File: config.mk
export PLATFORM = sky130hd
export DESIGN_NAME = onoff_bank
export DESIGN_NICKNAME = d
export VERILOG_FILES = /design/src/rtl/onoff_pkg.sv /design/src/rtl/onoff_chan.sv /design/src/rtl/onoff_bank.sv
export SDC_FILE = /design/constraint.sdc
export NUM_CORES = 1
export LEC_CHECK = 0
export CELL_PAD_IN_SITES_DETAIL_PLACEMENT = 0
export CELL_PAD_IN_SITES_GLOBAL_PLACEMENT = 2
export CORE_AREA = 3 3 151 153
export DETAILED_ROUTE_END_ITERATION = 10
export DIE_AREA = 0 0 154 156
export PLACE_DENSITY = 0.67
export SYNTH_ARGS = -nofsm -noshare
export SYNTH_HDL_FRONTEND = slang
export SYNTH_HIERARCHICAL = 1
export SYNTH_SLANG_ARGS = --single-unit
File: constraint.sdc
create_clock -name CLK -period 5.4 [get_ports CLK]
set_input_delay 1.08 -clock CLK [delete_from_list [all_inputs] [get_ports CLK]]
set_output_delay 1.08 -clock CLK [all_outputs]
set_load 0.005 [all_outputs]
File: src/rtl/onoff_pkg.sv
// onoff_pkg: shared types and constants for the on/off channel bank.
//   chan_state_e : per-channel FSM state (ST_OFF, ST_ON, ST_LOCK)
//   DEB_W        : width of each debounce counter
package onoff_pkg;

  typedef enum logic [1:0] {
    ST_OFF  = 2'd0,
    ST_ON   = 2'd1,
    ST_LOCK = 2'd2
  } chan_state_e;

  localparam int unsigned DEB_W = 16;

endpackage : onoff_pkg

File: src/rtl/onoff_chan.sv
// onoff_chan: one independent on/off channel.
//   Two debounce filters (ON and OFF request), the channel FSM, an optional
//   ON-time timeout (ONOFF_BANK_TIMEOUT_EN) and registered edge pulses.
// Ports:
//   clk, rst_n   : clock, asynchronous active-low reset
//   sw_on/sw_off : raw (bouncing) ON / OFF requests
//   all_off      : synchronous global force-off, not debounced
//   on           : 1 while the channel is in ST_ON
//   on_next      : value 'on' takes after the next edge (for the bank counter)
//   on_pulse     : one cycle pulse in the first ON cycle
//   off_pulse    : one cycle pulse in the first cycle after leaving ST_ON
//   tmo_flag     : one cycle pulse when the timeout forced the channel off
module onoff_chan
  import onoff_pkg::*;
#(
  parameter int unsigned DEB_CNT = 8,
  parameter int unsigned TMO_CNT = 1000
) (
  input  logic clk,
  input  logic rst_n,
  input  logic sw_on,
  input  logic sw_off,
  input  logic all_off,
  output logic on,
  output logic on_next,
  output logic on_pulse,
  output logic off_pulse,
  output logic tmo_flag
);

  if (DEB_CNT < 1 || DEB_CNT > 65535 || TMO_CNT < 2 || TMO_CNT > 32'h00FF_FFFF) begin : g_param_err
    $error("onoff_chan: DEB_CNT or TMO_CNT out of range");
  end

  localparam logic [DEB_W-1:0] DEB_LAST = DEB_W'(DEB_CNT - 1);

  // Bit 0 = ON request, bit 1 = OFF request.
  logic [1:0]            raw;
  logic [1:0]            filt_q, filt_d;
  logic [1:0][DEB_W-1:0] deb_q, deb_d;

  chan_state_e state_q, state_d;

  logic on_pulse_q, on_pulse_d;
  logic off_pulse_q, off_pulse_d;

  assign raw = {sw_off, sw_on};

  // Debounce: the counter runs only while raw differs from the filtered
  // value; the DEB_CNT-th consecutive differing sample updates the filter.
  always_comb begin
    filt_d = filt_q;
    deb_d  = '0;
    for (int unsigned i = 0; i < 2; i++) begin
      if (raw[i] != filt_q[i]) begin
        if (deb_q[i] == DEB_LAST) begin
          filt_d[i] = raw[i];
        end else begin
          deb_d[i] = deb_q[i] + DEB_W'(1);
        end
      end
    end
  end

`ifdef ONOFF_BANK_TIMEOUT_EN
  localparam int unsigned TMO_W = 24;
  localparam logic [TMO_W-1:0] TMO_LAST = TMO_W'(TMO_CNT - 1);

  logic [TMO_W-1:0] tmo_q, tmo_d;
  logic             tmo_flag_q, tmo_flag_d;
  logic             tmo_hit;

  assign tmo_hit = (tmo_q == TMO_LAST);
`endif

  always_comb begin
    state_d = state_q;
    unique case (state_q)
      ST_OFF: begin
        if (filt_q[0] && !filt_q[1] && !all_off) begin
          state_d = ST_ON;
        end
      end
      ST_ON: begin
        if (filt_q[1] || all_off) begin
          state_d = ST_OFF;
`ifdef ONOFF_BANK_TIMEOUT_EN
        end else if (tmo_hit) begin
          state_d = ST_LOCK;
`endif
        end
      end
      ST_LOCK: begin
        // Held here until the ON switch is seen released, so a switch that
        // is still pressed cannot immediately re-enable the channel.
        if (!filt_q[0] || all_off) begin
          state_d = ST_OFF;
        end
      end
      default: state_d = ST_OFF;
    endcase
  end

  always_comb begin
    on_pulse_d  = (state_d == ST_ON) && (state_q != ST_ON);
    off_pulse_d = (state_q == ST_ON) && (state_d != ST_ON);
  end

`ifdef ONOFF_BANK_TIMEOUT_EN
  always_comb begin
    tmo_d      = tmo_q;
    tmo_flag_d = (state_q == ST_ON) && (state_d == ST_LOCK);
    if (state_q != ST_ON && state_d == ST_ON) begin
      tmo_d = '0;
    end else if (state_q == ST_ON && tmo_q != '1) begin
      tmo_d = tmo_q + TMO_W'(1);
    end
  end

  always_ff @(posedge clk or negedge rst_n) begin
    if (!rst_n) begin
      tmo_q      <= '0;
      tmo_flag_q <= 1'b0;
    end else begin
      tmo_q      <= tmo_d;
      tmo_flag_q <= tmo_flag_d;
    end
  end

  assign tmo_flag = tmo_flag_q;
`else
  assign tmo_flag = 1'b0;
`endif

  always_ff @(posedge clk or negedge rst_n) begin
    if (!rst_n) begin
      filt_q      <= '0;
      deb_q       <= '0;
      state_q     <= ST_OFF;
      on_pulse_q  <= 1'b0;
      off_pulse_q <= 1'b0;
    end else begin
      filt_q      <= filt_d;
      deb_q       <= deb_d;
      state_q     <= state_d;
      on_pulse_q  <= on_pulse_d;
      off_pulse_q <= off_pulse_d;
    end
  end

  assign on        = (state_q == ST_ON);
  assign on_next   = (state_d == ST_ON);
  assign on_pulse  = on_pulse_q;
  assign off_pulse = off_pulse_q;

endmodule : onoff_chan

File: src/rtl/onoff_bank.sv
// onoff_bank: CH independent debounced on/off channels plus an ON counter.
//   Optional per-channel ON timeout is built when ONOFF_BANK_TIMEOUT_EN is
//   defined; otherwise TMO_FLAG is constant 0 and TMO_CNT is unused.
// Ports:
//   CLK, RST_N        : clock, asynchronous active-low reset
//   SW_ON, SW_OFF     : raw per-channel ON / OFF requests (may bounce)
//   ALL_OFF           : synchronous force-off of every channel
//   ON                : per-channel ON level
//   ON_PULSE          : per-channel pulse in the first ON cycle
//   OFF_PULSE         : per-channel pulse in the first cycle after ON
//   TMO_FLAG          : per-channel pulse when switched off by timeout
//   ON_COUNT          : number of channels ON, aligned with ON
module onoff_bank #(
  parameter int unsigned CH      = 4,
  parameter int unsigned DEB_CNT = 8,
  parameter int unsigned TMO_CNT = 1000
) (
  input  logic                      CLK,
  input  logic                      RST_N,
  input  logic [CH-1:0]             SW_ON,
  input  logic [CH-1:0]             SW_OFF,
  input  logic                      ALL_OFF,
  output logic [CH-1:0]             ON,
  output logic [CH-1:0]             ON_PULSE,
  output logic [CH-1:0]             OFF_PULSE,
  output logic [CH-1:0]             TMO_FLAG,
  output logic [$clog2(CH+1)-1:0]   ON_COUNT
);

  if (CH < 1 || CH > 32) begin : g_param_err
    $error("onoff_bank: CH out of range");
  end

  localparam int unsigned CNT_W = $clog2(CH + 1);

  logic [CH-1:0]    on_next;
  logic [CNT_W-1:0] on_count_q, on_count_d;

  for (genvar g = 0; g < CH; g++) begin : g_chan
    onoff_chan #(
      .DEB_CNT (DEB_CNT),
      .TMO_CNT (TMO_CNT)
    ) u_chan (
      .clk       (CLK),
      .rst_n     (RST_N),
      .sw_on     (SW_ON[g]),
      .sw_off    (SW_OFF[g]),
      .all_off   (ALL_OFF),
      .on        (ON[g]),
      .on_next   (on_next[g]),
      .on_pulse  (ON_PULSE[g]),
      .off_pulse (OFF_PULSE[g]),
      .tmo_flag  (TMO_FLAG[g])
    );
  end

  // Counted from each channel's next state so the registered count lands
  // in the same cycle as the ON levels it describes.
  always_comb begin
    on_count_d = '0;
    for (int unsigned i = 0; i < CH; i++) begin
      on_count_d = on_count_d + CNT_W'(on_next[i]);
    end
  end

  always_ff @(posedge CLK or negedge RST_N) begin
    if (!RST_N) begin
      on_count_q <= '0;
    end else begin
      on_count_q <= on_count_d;
    end
  end

  assign ON_COUNT = on_count_q;

endmodule : onoff_bank

Word-level counts from Yosys, hierarchy flattened

Index checks and enable logic that the tools add are counted.

Input bits: 11
Bits in registers: 155
Word-level logic and storage cells: 153
Output and inout bits: 19

Add/sub/neg operators: 11
Eq/ne operators: 36
Reductions and logical operators: 45
Mux-type cells: 32

Operators by type and width:

| cell                                                                     | number |
|---|---|
| 16-bit 2-to-1 mux                                                        | 16 |
| 16-bit by 1-bit adder with 16-bit output (second input constant)         | 8 |
| 16-bit by 3-bit equality test with 1-bit output (second input constant)  | 8 |
| 2-bit 2-to-1 mux                                                         | 12 |
| 2-bit one-hot mux with 3 select lines                                    | 4 |
| 2-bit by 1-bit equality test with 1-bit output (second input constant)   | 8 |
| 1-bit logical AND                                                        | 16 |
| 2-bit by 1-bit inequality test with 1-bit output (second input constant) | 8 |
| 2-bit AND reduction                                                      | 8 |
| 1-bit logical NOT                                                        | 9 |
| 2-bit equality test (second input constant)                              | 4 |
| 2-bit logical NOT                                                        | 4 |
| 1-bit logical OR                                                         | 8 |
| 1-bit inequality test                                                    | 8 |
| 2-bit by 1-bit adder with 3-bit output                                   | 1 |
| 3-bit by 1-bit adder with 3-bit output                                   | 1 |
| 1-bit by 1-bit adder with 2-bit output                                   | 1 |

Depth between registers and ports, before layout

Word-level depth: 9
Gate-level depth with buffers: 7

Cells and area by module

The synthesis kept the hierarchy.

Modules (own cells, without submodules):

| module     | area each (µm²) | instances | cells an instance | seq. area each (µm²) |
|---|---|---|---|---|
| onoff_chan | 1848.0          | 4         | 181               | 950.9 |
| onoff_bank | 138.9           | 1         | 11                | 75.1 |

Least setup slack after synthesis

OpenSTA, ideal clock, no wires.

Path kind: input -> register
Start: in ALL_OFF
End: reg on_count_q[1], in the netlist ON_COUNT[1]
Path slack: 2.894 ns
Data required time: 5.274 ns
Data arrival time: 2.380 ns
Cell stages on the path: 6
Setup time: 0.126 ns
Path through: nor4_1 > inv_1 > fa_1 > inv_1 > ha_1 > ha_1

Word-level cells in the longest chain between the ends: 8
Elaborated cells between the ends (all ways): 36

RTL lines:

| what                                           | RTL line          | RTL |
|---|---|---|
| start, declared                                | onoff_bank.sv:22  | `input logic ALL_OFF,` |
| 1-bit logical NOT                              | onoff_chan.sv:80  | `if (filt_q[0] && !filt_q[1] && !all_off) begin` |
| 1-bit logical AND                              | onoff_chan.sv:80  |  |
| 2-bit 2-to-1 mux                               | onoff_chan.sv:80  |  |
| 2-bit one-hot mux with 3 select lines          | onoff_chan.sv:78  | `unique case (state_q)` |
| 2-bit by 1-bit equality test with 1-bit output | onoff_chan.sv:152 | `assign on_next = (state_d == ST_ON);` |
| 1-bit by 1-bit adder with 2-bit output         | onoff_bank.sv:62  | `on_count_d = on_count_d + CNT_W'(on_next[i]);` |
| 2-bit by 1-bit adder with 3-bit output         | onoff_bank.sv:62  |  |
| 3-bit by 1-bit adder with 3-bit output (*)     | onoff_bank.sv:62  |  |
| net on_count_d[1]                              | onoff_bank.sv:37  | `logic [CNT_W-1:0] on_count_q, on_count_d;` |
| end signal, assigned                           | onoff_bank.sv:70  | `on_count_q <= on_count_d;` |
| end, declared                                  | onoff_bank.sv:37  |  |

The timed path passes the listed nets; every way through them passes the cells marked *.
A chain may end at the register's enable or synchronous reset.

Final worst setup path

Start: in ALL_OFF
End: reg on_count_q[1], in the netlist ON_COUNT[1]

Word-level cells in the longest chain between the ends: 8
Elaborated cells between the ends (all ways): 36

RTL lines:

| what                                               | RTL line          | RTL |
|---|---|---|
| 1-bit logical NOT                                  | onoff_chan.sv:80  |  |
| 1-bit logical AND                                  | onoff_chan.sv:80  |  |
| 2-bit 2-to-1 mux                                   | onoff_chan.sv:80  |  |
| 2-bit one-hot mux with 3 select lines (*)          | onoff_chan.sv:78  |  |
| 2-bit by 1-bit equality test with 1-bit output (*) | onoff_chan.sv:152 |  |
| net on_next[1]                                     | onoff_bank.sv:36  | `logic [CH-1:0] on_next;` |
| 1-bit by 1-bit adder with 2-bit output (*)         | onoff_bank.sv:62  |  |
| 2-bit by 1-bit adder with 3-bit output (*)         | onoff_bank.sv:62  |  |
| 3-bit by 1-bit adder with 3-bit output (*)         | onoff_bank.sv:62  |  |
| net on_count_d[1]                                  | onoff_bank.sv:37  |  |

Marks and branches as above.

==> qor.txt <==
status - finished, final reports clean
min cycle time layout - 3000 ps
antenna cells - 0
most common cell after layout, fill and taps aside - dfrtp_1
dpl hpwl - 10,800 um
fin worst setup slack - 2400 ps
Mapped Nets - 757
normalized max-slew margin - 55.3%
H-tree depth - 4
critical path endpoint category - flip-flop
1st-iter DRT viols - 253
Tightest Hold Check Type - flip-flop to flip-flop
Max Root-Sink Buffers - 2
# IOs - 30
most frequent cells in the layout - dfrtp_1 (155), nor2_1 (116), xor2_1 (60), nand3_1 (48), xnor2_1 (48)
Die ar. - 24,000 um2
instance count of the mapped netlist - 735
GRT Total Usage - 13.8%
RSZ-0062 raised after global routing - no
slowest stage delay, CP - 690 ps
Crit Path Max Fanout - 16
pre-CTS WS - 1970 ps
Net Switching - 1.01 mW
mapped cell area - 7530 um2
total CTS buffers - 17
final WL - 15,800 um
Slew @ Worst Pin - 671 ps
Layout Cells excl Fill - 1,054
Remaining Overflow, GRT - 0
Post-CTS Setup Repair Bufs - 0
PortBufs - 25
Nets - 783
Clock Latency Late Sink - 420 ps
Hold-fix buffers, CTS - 0
part of the power in the clock network - 37.8%
final setup fails - 0
DR WL/cell - 15.0 um
synthesized area per cell - 10.2 um2
Initial DRT Pass Iterations - 4
setup tns final - 0 ps
row cnt - 54
Synthesis Warnings - 6
Sequential Power Share - 45.0%
crit-path cells - clkdlybuf4s50_1, nor4_1, inv_1, fa_1, inv_1, ha_1, ha_1
fmax - 0.333 GHz
Pwr Density - 374 nW/um2
Slew Viols, Final - 0
CP arrival - 3310 ps
register bit total from synthesis - 155
initial antenna violation count - 0
Starting Density - 34.7%
dpl cells - 1,022
static leakage - 3.56 nW
area delta synth->final - 14.1%
Max Cap Viol - 0
vias - 5,322
sequential share of the synthesized area - 51.5%
Crit-path slowest cell - clkdlybuf4s50_1
Final Hold Vio Count - 0
share of layout cells above drive strength 1 - 5.94%
number of global-route vias before repair - 5,358
post-route cell area - 8590 um2
Peak VDD IR - 246 uV
Die Y - 156 um
Gates resized, CTS repair - 0
Root Buffer - clkbuf_16
Worst Skew - 12.1 ps
largest net degree at the start of global routing - 71
period utilization - 55.6%
Post-Route Utilization - 39.6%
smallest hold slack - 480 ps
antenna violation net count after detailed routing - 0
DP Area - 8000 um2
Gate power share - 17.2%
Final GP Congestion - 0.750
P_int - 2.20 mW
Pwr Total - 3.21 mW
post-synthesis cell type count - 32
drc violations - 0
DIE WIDTH - 154 um
first-pass GRT wire length - 27,400 um
Net Sw Frac - 31.4%
critical path launch point type - input port
CTS tree - built
TritonCTS Sinks - 155
crit path kind - input port to flip-flop
Vias per Instance - 5.05
WP data required - 5700 ps
core footprint - 21,700 um2
Worst-path clk slew - 60 ps
## cell usage after synthesis
| cell type | number | area share [%] |
|---|---|---|
| nand2b_1 | 4 | 0.33 |
| xnor2_1 | 48 | 5.6 |
| mux2_1 | 8 | 1.2 |
| or4_1 | 8 | 0.80 |
| o21ai_1 | 4 | 0.27 |
| buf_6 | 4 | 0.60 |
| dfrtp_1 | 155 | 52 |
| or2_1 | 8 | 0.66 |
| nor3_1 | 24 | 1.6 |
| xor2_1 | 60 | 7.0 |
| inv_1 | 13 | 0.65 |
| fa_1 | 1 | 0.27 |
| nor4_1 | 40 | 3.3 |
| buf_4 | 8 | 0.80 |
| nand3_1 | 48 | 3.2 |
| buf_2 | 8 | 0.53 |
| conb_1 | 4 | 0.20 |
| ha_1 | 10 | 1.7 |
| nand3_2 | 8 | 1.1 |
| a21oi_1 | 12 | 0.80 |
| nor3b_1 | 4 | 0.40 |
| nor2b_1 | 8 | 0.66 |
| and4bb_1 | 4 | 0.66 |
| and4_1 | 8 | 0.93 |
| nor2_1 | 116 | 5.8 |
| nor4bb_1 | 4 | 0.53 |
| or3_1 | 12 | 1.0 |
| nand2_1 | 32 | 1.6 |
| and3_1 | 24 | 2.0 |
| nand4_2 | 4 | 0.66 |
| nand4_1 | 36 | 3.0 |
| o31ai_1 | 8 | 0.80 |
## metal layers
layer | global-route usage, % | up-vias | share of wire, %
li1 | - | 2636 | -
met3 | 3.50 | 8 | 2.5
met5 | 0 | - | 0
met1 | 18.7 | 2625 | 49
met2 | 22.2 | 53 | 47
met4 | 3.74 | 0 | 0.91
## cell families after synthesis
logic type,Yosys count,share of synthesized area [%]
compound gates,24,1.86
xor+xnor,108,12.6
fa+ha+maj,11,1.93
buf+inv,33,2.58
flops,155,51.5
mux,8,1.20
other cells,4,0.199
simple gates,392,28.2
## registers in the layout, summed over array words and instances (netlist names)
register	flops
g_chan.u_chan/filt_q	8
g_chan.u_chan/state_q	8
g_chan.u_chan/off_pulse	4
g_chan.u_chan/deb_q	128
g_chan.u_chan/on_pulse	4
ON_COUNT	3
## final timing paths
path                                                        startpoint                              endpoint  slack [ps]  depth (start not counted)
worst max-delay path                                           ALL_OFF                 ON_COUNT[1]$_DFF_PN0_        2400                          7
worst min-delay path              g_chan[2].u_chan/deb_q[16]$_DFF_PN0_  g_chan[2].u_chan/deb_q[16]$_DFF_PN0_         480                          1
worst max register to register  g_chan[1].u_chan/filt_q[1]$_DFFE_PN0P_                 ON_COUNT[1]$_DFF_PN0_        3380                          6
worst min register to register    g_chan[2].u_chan/deb_q[16]$_DFF_PN0_  g_chan[2].u_chan/deb_q[16]$_DFF_PN0_         480                          1
max in group asynchronous                                        RST_N   g_chan[1].u_chan/deb_q[7]$_DFF_PN0_        3690                          2
min in group asynchronous                                        RST_N  g_chan[0].u_chan/deb_q[29]$_DFF_PN0_         670                          1
## final cells by class
cell class,count,area [um2]
clock inverter,14,163
inverter,13,48.8
timing repair buffer,27,267
tap,280,350
fill,2116,13100
clock buffer,18,429
multi-input combinational,547,3460
sequential,155,3880
## power groups by stage
stage	sequential [mW]	clock, mW	combinational (mW)
floorplan	1.42	0	0.376
global placement	1.47	0	0.558
detailed placement	1.47	0	0.565
CTS	1.45	1.26	0.571
global route	1.47	1.32	0.638
finish	1.45	1.22	0.552
## worst max-delay path: cells and delay by family
kind	cells	cell delay [ps]
fa+ha+maj	3	950
simple gates	1	430
buf+inv	3	830
Power figures use the tool's default switching activity.
